File: src/rtl/edge_pulse_pkg.sv
// Shared types and defaults for the edge pulse generator.
// Optional input synchroniser is selected by the EDGE_PULSE_SYNC_EN macro.
package edge_pulse_pkg;

    localparam int DEF_NUM_CH = 4;
    localparam int DEF_CNT_W  = 4;

    typedef enum logic [1:0] {
        EDGE_RISE = 2'b00,
        EDGE_FALL = 2'b01,
        EDGE_BOTH = 2'b10,
        EDGE_OFF  = 2'b11
    } edge_mode_e;

endpackage

File: src/rtl/edge_pulse_ch.sv
// One channel: optional 2-flop synchroniser (EDGE_PULSE_SYNC_EN), edge detect,
// retriggerable pulse-length down-counter and sticky retrigger flag.
module edge_pulse_ch
    import edge_pulse_pkg::*;
#(
    parameter int CNT_W = DEF_CNT_W
) (
    input  logic             i_clk,
    input  logic             i_rst_n,
    input  logic             i_en,
    input  edge_mode_e       i_mode,
    input  logic [CNT_W-1:0] i_len,
    input  logic             i_clr,
    output logic             o_pulse,
    output logic             o_ovr,
    output logic             o_pulse_nxt
);

    logic             w_smp;
    logic             w_rise;
    logic             w_fall;
    logic             w_trig;
    logic             w_pulse_nxt;
    logic [CNT_W-1:0] w_load;
    logic             r_en_q;
    logic             r_pulse;
    logic             r_ovr;
    logic [CNT_W-1:0] r_cnt;

`ifdef EDGE_PULSE_SYNC_EN
    logic r_sync1;
    logic r_sync2;

    // Two-flop synchroniser ahead of edge detection.
    always_ff @(posedge i_clk or negedge i_rst_n) begin
        if (!i_rst_n) begin
            r_sync1 <= 1'b0;
            r_sync2 <= 1'b0;
        end else begin
            r_sync1 <= i_en;
            r_sync2 <= r_sync1;
        end
    end

    assign w_smp = r_sync2;
`else
    assign w_smp = i_en;
`endif

    assign w_rise = w_smp & ~r_en_q;
    assign w_fall = ~w_smp & r_en_q;

    // Edge qualification by mode; OFF blocks triggers but en_q keeps tracking.
    always_comb begin
        w_trig = 1'b0;
        case (i_mode)
            EDGE_RISE: w_trig = w_rise;
            EDGE_FALL: w_trig = w_fall;
            EDGE_BOTH: w_trig = w_rise | w_fall;
            EDGE_OFF:  w_trig = 1'b0;
            default:   w_trig = 1'b0;
        endcase
    end

    // Length 0 behaves as 1, so the reload value saturates at zero.
    always_comb begin
        w_load = {CNT_W{1'b0}};
        if (i_len != {CNT_W{1'b0}}) begin
            w_load = i_len - {{(CNT_W-1){1'b0}}, 1'b1};
        end else begin
            w_load = {CNT_W{1'b0}};
        end
    end

    assign w_pulse_nxt = w_trig | (r_pulse & (r_cnt != {CNT_W{1'b0}}));

    // Pulse state, counter and sticky retrigger flag (set beats clear).
    always_ff @(posedge i_clk or negedge i_rst_n) begin
        if (!i_rst_n) begin
            r_en_q  <= 1'b0;
            r_pulse <= 1'b0;
            r_ovr   <= 1'b0;
            r_cnt   <= {CNT_W{1'b0}};
        end else begin
            r_en_q  <= w_smp;
            r_pulse <= w_pulse_nxt;
            r_ovr   <= (r_ovr & ~i_clr) | (w_trig & r_pulse);
            if (w_trig) begin
                r_cnt <= w_load;
            end else if (r_cnt != {CNT_W{1'b0}}) begin
                r_cnt <= r_cnt - {{(CNT_W-1){1'b0}}, 1'b1};
            end else begin
                r_cnt <= r_cnt;
            end
        end
    end

    assign o_pulse     = r_pulse;
    assign o_ovr       = r_ovr;
    assign o_pulse_nxt = w_pulse_nxt;

endmodule

File: src/rtl/edge_pulse_generator.sv
// Multi-channel edge-to-pulse generator with shared pulse length.
// Define EDGE_PULSE_SYNC_EN to add a 2-flop synchroniser on every input.
module edge_pulse_generator
    import edge_pulse_pkg::*;
#(
    parameter int NUM_CH = DEF_NUM_CH,
    parameter int CNT_W  = DEF_CNT_W
) (
    input  logic                CLK_I,
    input  logic                RST_NI,
    input  logic [NUM_CH-1:0]   EN_I,
    input  logic [2*NUM_CH-1:0] MODE_I,
    input  logic [CNT_W-1:0]    LEN_I,
    input  logic                CLR_I,
    output logic [NUM_CH-1:0]   PULSE_O,
    output logic [NUM_CH-1:0]   OVR_O,
    output logic                ANY_O
);

    logic [NUM_CH-1:0] w_pulse;
    logic [NUM_CH-1:0] w_ovr;
    logic [NUM_CH-1:0] w_pulse_nxt;
    logic              r_any;

    for (genvar g = 0; g < NUM_CH; g++) begin : g_ch
        edge_pulse_ch #(
            .CNT_W (CNT_W)
        ) u_ch (
            .i_clk       (CLK_I),
            .i_rst_n     (RST_NI),
            .i_en        (EN_I[g]),
            .i_mode      (edge_mode_e'(MODE_I[2*g +: 2])),
            .i_len       (LEN_I),
            .i_clr       (CLR_I),
            .o_pulse     (w_pulse[g]),
            .o_ovr       (w_ovr[g]),
            .o_pulse_nxt (w_pulse_nxt[g])
        );
    end

    // ANY is built from next-state bits so it lines up with PULSE_O.
    always_ff @(posedge CLK_I or negedge RST_NI) begin
        if (!RST_NI) begin
            r_any <= 1'b0;
        end else begin
            r_any <= |w_pulse_nxt;
        end
    end

    assign PULSE_O = w_pulse;
    assign OVR_O   = w_ovr;
    assign ANY_O   = r_any;

endmodule

File: config.mk
export PLATFORM = sky130hd
export DESIGN_NAME = edge_pulse_generator
export DESIGN_NICKNAME = d
export VERILOG_FILES = /design/src/rtl/edge_pulse_pkg.sv /design/src/rtl/edge_pulse_ch.sv /design/src/rtl/edge_pulse_generator.sv
export SDC_FILE = /design/constraint.sdc
export NUM_CORES = 1
export LEC_CHECK = 0
export ABC_CLOCK_PERIOD_IN_PS = 3160
export BUFFER_PORTS_ARGS = -buffer_cell sky130_fd_sc_hd__buf_2
export CAP_MARGIN = 30
export CORE_AREA = 4 4 69 71
export DETAILED_ROUTE_END_ITERATION = 10
export DIE_AREA = 0 0 73 75
export GPL_TIMING_DRIVEN = 0
export PLACE_DENSITY = 0.7
export SETUP_SLACK_MARGIN = 0.05
export SYNTH_ARGS = -nofsm -noshare
export SYNTH_HDL_FRONTEND = slang
export SYNTH_HIERARCHICAL = 1
export SYNTH_SLANG_ARGS = --single-unit
File: constraint.sdc
create_clock -name CLK_I -period 3.16 [get_ports CLK_I]
set_input_delay 0.158 -clock CLK_I [delete_from_list [all_inputs] [get_ports CLK_I]]
set_output_delay 0.158 -clock CLK_I [all_outputs]
set_load 0.05 [all_outputs]
Yosys cells after proc, flatten, opt, wreduce, memory -nomap -nowiden
Cells that the tools add are included.
Widths: inputs -> output; s select.
{"block": "classes", "add_sub_neg": 5, "n_eq_ne": 12, "mux": 13, "bitwise_logic": 41, "reduce_logical": 14}
{"operator": "$mux 4", "count": 9}
{"operator": "$and 1x1->1", "count": 20}
{"operator": "$reduce_bool 4->1", "count": 5}
{"operator": "$sub 4x1->4 const B", "count": 5}
{"operator": "$eq 2x2->1 const B", "count": 8}
{"operator": "$pmux 1 s4", "count": 4}
{"operator": "$or 1x1->1", "count": 12}
{"operator": "$not 1->1", "count": 9}
{"operator": "$eq 2x1->1 const B", "count": 4}
{"operator": "$logic_not 2->1", "count": 4}
{"operator": "$reduce_bool 2->1", "count": 4}
{"operator": "$reduce_or 4->1", "count": 1}
{"block": "word_totals", "ff_bits": 29, "inputBits": 19, "out_inout_bits": 9, "wordCells": 102}

Depth between registers and ports, before layout
{"block": "logic_depth", "depth_word": 6, "depth_mapped": 6, "mapped_depth_nobuf": 6}

Hierarchy
The synthesis kept the hierarchy.
{"mod": "edge_pulse_ch", "n_inst": 4, "cells_per_inst": 43, "area_each_um2": 439.2, "seq_area_each_um2": 175.2}
{"mod": "edge_pulse_generator", "n_inst": 1, "cells_per_inst": 2, "area_each_um2": 32.5, "seq_area_each_um2": 25.0}

Least setup slack after synthesis
No wires, ideal clock.
{"block": "synth_path", "path_type": "flip-flop to flip-flop", "from": "register g_ch[1].u_ch.r_cnt[0]", "to": "register r_any (netlist: ANY_O)", "setup_time_ns": 0.138, "arrival_time_ns": 1.675, "t_required_ns": 3.022, "setup_slack_ns": 1.347, "stages_incl_launch_ff": 7, "n_path_buf": 0, "synth_period_minus_slack_ns": 1.813, "cell_sequence": "dfrtp_1 inv_1 ha_1 or3b_1 nand2_1 nand2_1 or4_1"}
{"block": "synth_between", "elab_chain_len": 4}
{"element": "start: declaration", "line_no": "edge_pulse_ch.sv:28", "rtl": "logic [CNT_W-1:0] r_cnt;"}
{"element": "start signal: assignment", "line_no": "edge_pulse_ch.sv:83", "rtl": "r_cnt <= {CNT_W{1'b0}};"}
{"element": "start signal: assignment", "line_no": "edge_pulse_ch.sv:89", "rtl": "r_cnt <= w_load;"}
{"element": "start signal: assignment", "line_no": "edge_pulse_ch.sv:91", "rtl": "r_cnt <= r_cnt - {{(CNT_W-1){1'b0}}, 1'b1};"}
{"element": "$reduce_bool 4->1", "line_no": "edge_pulse_ch.sv:75", "rtl": "assign w_pulse_nxt = w_trig | (r_pulse & (r_cnt != {CNT_W{1'b0}}));"}
{"element": "$and 1x1->1", "line_no": "edge_pulse_ch.sv:75"}
{"element": "$or 1x1->1", "line_no": "edge_pulse_ch.sv:75"}
{"element": "named net w_pulse_nxt[1]", "line_no": "edge_pulse_generator.sv:22", "rtl": "logic [NUM_CH-1:0] w_pulse_nxt;"}
{"element": "$reduce_or 4->1", "line_no": "edge_pulse_generator.sv:46", "rtl": "r_any <= |w_pulse_nxt;"}
{"element": "end signal: assignment", "line_no": "edge_pulse_generator.sv:46"}
{"element": "end: declaration", "line_no": "edge_pulse_generator.sv:23", "rtl": "logic r_any;"}
The timed path passes the listed nets, and every way through them passes these cells.
A chain may end at the register's enable or synchronous reset.

Worst setup path after layout
Ends and elaborated chain as after synthesis.

==> flow_summary_export.csv <==
group,metric,value,unit
timing,max_freq,525,MHz
worst_hold_path,whs_path_depth,1,
grt,grt_usage,12.9,%
timing,tightestPinTransition,660,ps
place,placed_area,1990,um2
timing,rsz0062_at_grt,"no",
cts,clock-sinks,29,
detailed_routing,dr.first_iter.drc_count,44,
setup_path,cp_max_fo,3,
place,portBuffers,27,
setup_path,required,3320,ps
floorplan,die_y,75,um
floorplan,dieArea,5480,um2
grt,grt_pass1_vias,1240,
detailed_routing,drc,0,
setup_path,cp-startpoint,"g_ch[1].u_ch/r_cnt[0]$_DFFE_PN0P_",
finish,design_area,2100,um2
setup_path,timing.rr.start,"g_ch[1].u_ch/r_cnt[0]$_DFFE_PN0P_",
finish,fillers,414,
cts,cts_max_level,2,
timing,setup_viol,0,
timing,timing.final.crit_share,60.3,%
cts,postCtsSetupRepairBufs,0,
setup_path,worst-path-stages,6,
timing,skew,4.65,ps
cts,cts_tree,"yes",
cts,max-clock-path-buffers,2,
grt,grt_pass1_wl,5280,um
detailed_routing,vias_per_cell,5.10,
setup_path,critPathKind,"flip-flop to flip-flop",
setup_path,critPathMaxStageDelay,520,ps
power,p_switching,681,uW
finish,diodes,0,
yosys,synthCells,174,
finish,drive_gt1_share,22.4,%
yosys,synth-async-reset-ratio,100,%
power,power,1.72,mW
yosys,synth_cell_type_count,21,
finish,ff_latch_area,726,um2
power,switching_share,39.6,%
setup_path,endpoint_kind,"flip-flop",
setup_path,endpoint,"ANY_O$_DFF_PN0_",
yosys,synth_edf_count,0,
power,power_frac_comb,44.3,%
finish,finalNetCount,240,
yosys,synth_top_cell_area_share,40.6,%
yosys,syn-num-nets,205,
cts,ctsHoldBuffers,1,
timing,tns,0,ps
yosys,synth_seq_cells,29,
setup_path,worstSetupStartpointType,"flip-flop",
outcome,status,"completed",
detailed_routing,via_count,1337,
setup_path,reg2reg_slack,1260,ps
floorplan,die_x,73,um
setup_path,path_cells,"inv_1, ha_1, or3b_1, nand2_1, nand2_1, or4_1",
place,hpwl,2360,um
yosys,synth_area_leaders,"dfrtp_1 (41%), mux2i_1 (11%), ha_1 (8.4%)",
place,place.gp.congestion,0.731,
power,p_int,1.04,mW
grt,antenna_found_initial,0,
place,place_inst,253,
setup_path,worst_ep_arrival_time,2060,ps
timing,drv_slew,0,
finish,stdcell_count,262,
setup_path,worst_r2r_endpoint,"ANY_O$_DFF_PN0_",
floorplan,num_rows,24,
yosys,yosysMostFrequentCell,"dfrtp_1",
timing,hold_viol_final,0,
cts,numCtsBuffers,5,
timing,worst_slew_margin_rel,56.0,%
detailed_routing,avgRoutedWirePerCell,12.5,um
setup_path,cp_common_cell,"nand2_1",
yosys,syn_area,1790,um2
power,p_per_area,818,nW/um2
yosys,synth_ff_type,"dfrtp_1",
detailed_routing,totalWireLength,3280,um
worst_hold_path,hold_path_class,"primary input to flip-flop",
timing,final.min_clock_period,1900,ps
yosys,synth_common_cells,"dfrtp_1 (29), inv_1 (24), mux2i_1 (20)",
cts,clkSlewWorstSetupHoldPaths,70,ps
setup_path,cpMaxStageDelayCell,"or4_1",
setup_path,reg2reg_depth,6,
finish,multi_input_area,973,um2
detailed_routing,ant_nets,0,
floorplan,core-area,4230,um2
grt,gr-total-overflow,0,
cts,cts-resized-gates,0,
power,irDropWorstVdd,359,uV
setup_path,timing.critical_path.buf_inv,1,
power,p_leak,1.06,nW
flow_run,maxCapViolCount,0,
yosys,yosys_warnings,6,
yosys,ys_seq_area_share,40.6,%
floorplan,ios,28,
cts,clock-root-buffer,"clkbuf_8",
power,seq_power_share,36.0,%
floorplan,start_util,42.3,%
finish,syn2layout_area_growth,17.4,%
yosys,syn_avg_cell_area,10.3,um2
power,power_frac_clock,19.7,%
grt,grt_start_max_net_pins,30,
setup_path,critical-path-top-delay-family,"simple AND/OR/NAND/NOR gates",
yosys,yosys.area.top_type,"dfrtp_1",
cts,clk-insertion-delay-late,280,ps
detailed_routing,drtPass1Iterations,4,
## how the worst min path moves through the flow
stage,start,end
detailed placement,RST_NI,g_ch[3].u_ch/r_en_q$_DFF_PN0_
floorplan,RST_NI,ANY_O$_DFF_PN0_
global route,EN_I[1],g_ch[1].u_ch/r_en_q$_DFF_PN0_
finish,EN_I[1],g_ch[1].u_ch/r_en_q$_DFF_PN0_
CTS,EN_I[1],g_ch[1].u_ch/r_en_q$_DFF_PN0_
global placement,RST_NI,g_ch[3].u_ch/r_en_q$_DFF_PN0_
## cells by family after synthesis
| logic type | share of synthesized area [%] |
|---|---|
| AO/OA/AOI/OAI | 10.1 |
| XOR/XNOR | 1.96 |
| adder cells (fa/ha/maj) | 8.39 |
| buffers and inverters | 5.04 |
| flip-flops | 40.6 |
| multiplexers | 19.6 |
| AND/OR/NAND/NOR | 14.4 |
## metal layers
metal / track usage (%) / wire (um)
met1: 14.3 / 1460
met3: 3.87 / 184
met4: 6.76 / 57
met2: 22.1 / 1570
met5: 0 / 0
## layout make-up
type	count	area share, %
flip-flops and latches	29	34.5
clock buffers	7	4.59
clock inverters	1	0.238
inverters	24	4.29
well taps	52	3.10
repair buffers	28	6.91
multi-input cells	121	46.3
## power by group through the flow
stage	logic (mW)	clock network [mW]	registers, mW
CTS	0.775	0.355	0.622
finish	0.761	0.339	0.618
global route	0.846	0.367	0.641
global placement	0.747	0	0.621
detailed placement	0.770	0	0.628
floorplan	0.469	0	0.746
## registers in the layout, indices dropped and copies added, names as in the netlist
register	flops
g_ch.u_ch/r_cnt	16
g_ch.u_ch/r_en_q	4
ANY_O	1
g_ch.u_ch/o_pulse	4
g_ch.u_ch/o_ovr	4
## worst reg2reg max path, cell delays in order, from the launching register on
cell     delay, ps
dfrtp_1        380
inv_1           90
ha_1           200
or3b_1         430
nand2_1        100
nand2_1         60
or4_1          520
## cell usage in the layout (no fill, tap or decap), types with 7 or more instances in the layout
master,instances
buf_2,27
clkbuf_8,7
inv_1,24
nor3_1,8
mux2_1,8
mux2i_1,20
nand2_1,12
nor2_1,12
ha_1,12
dfrtp_1,29
## metrics by stage
step	utilization, %	hold WS (ps)	worst slack, ps
final	49.6	10.1	1260
after global placement	47.0	222	1280
after CTS	49.6	0.400	1240
after floorplan	-	-138	1350
after global routing	49.6	4.93	1160
after detailed placement	47.0	238	1260
Note: power is estimated with default switching activity, not from simulation.
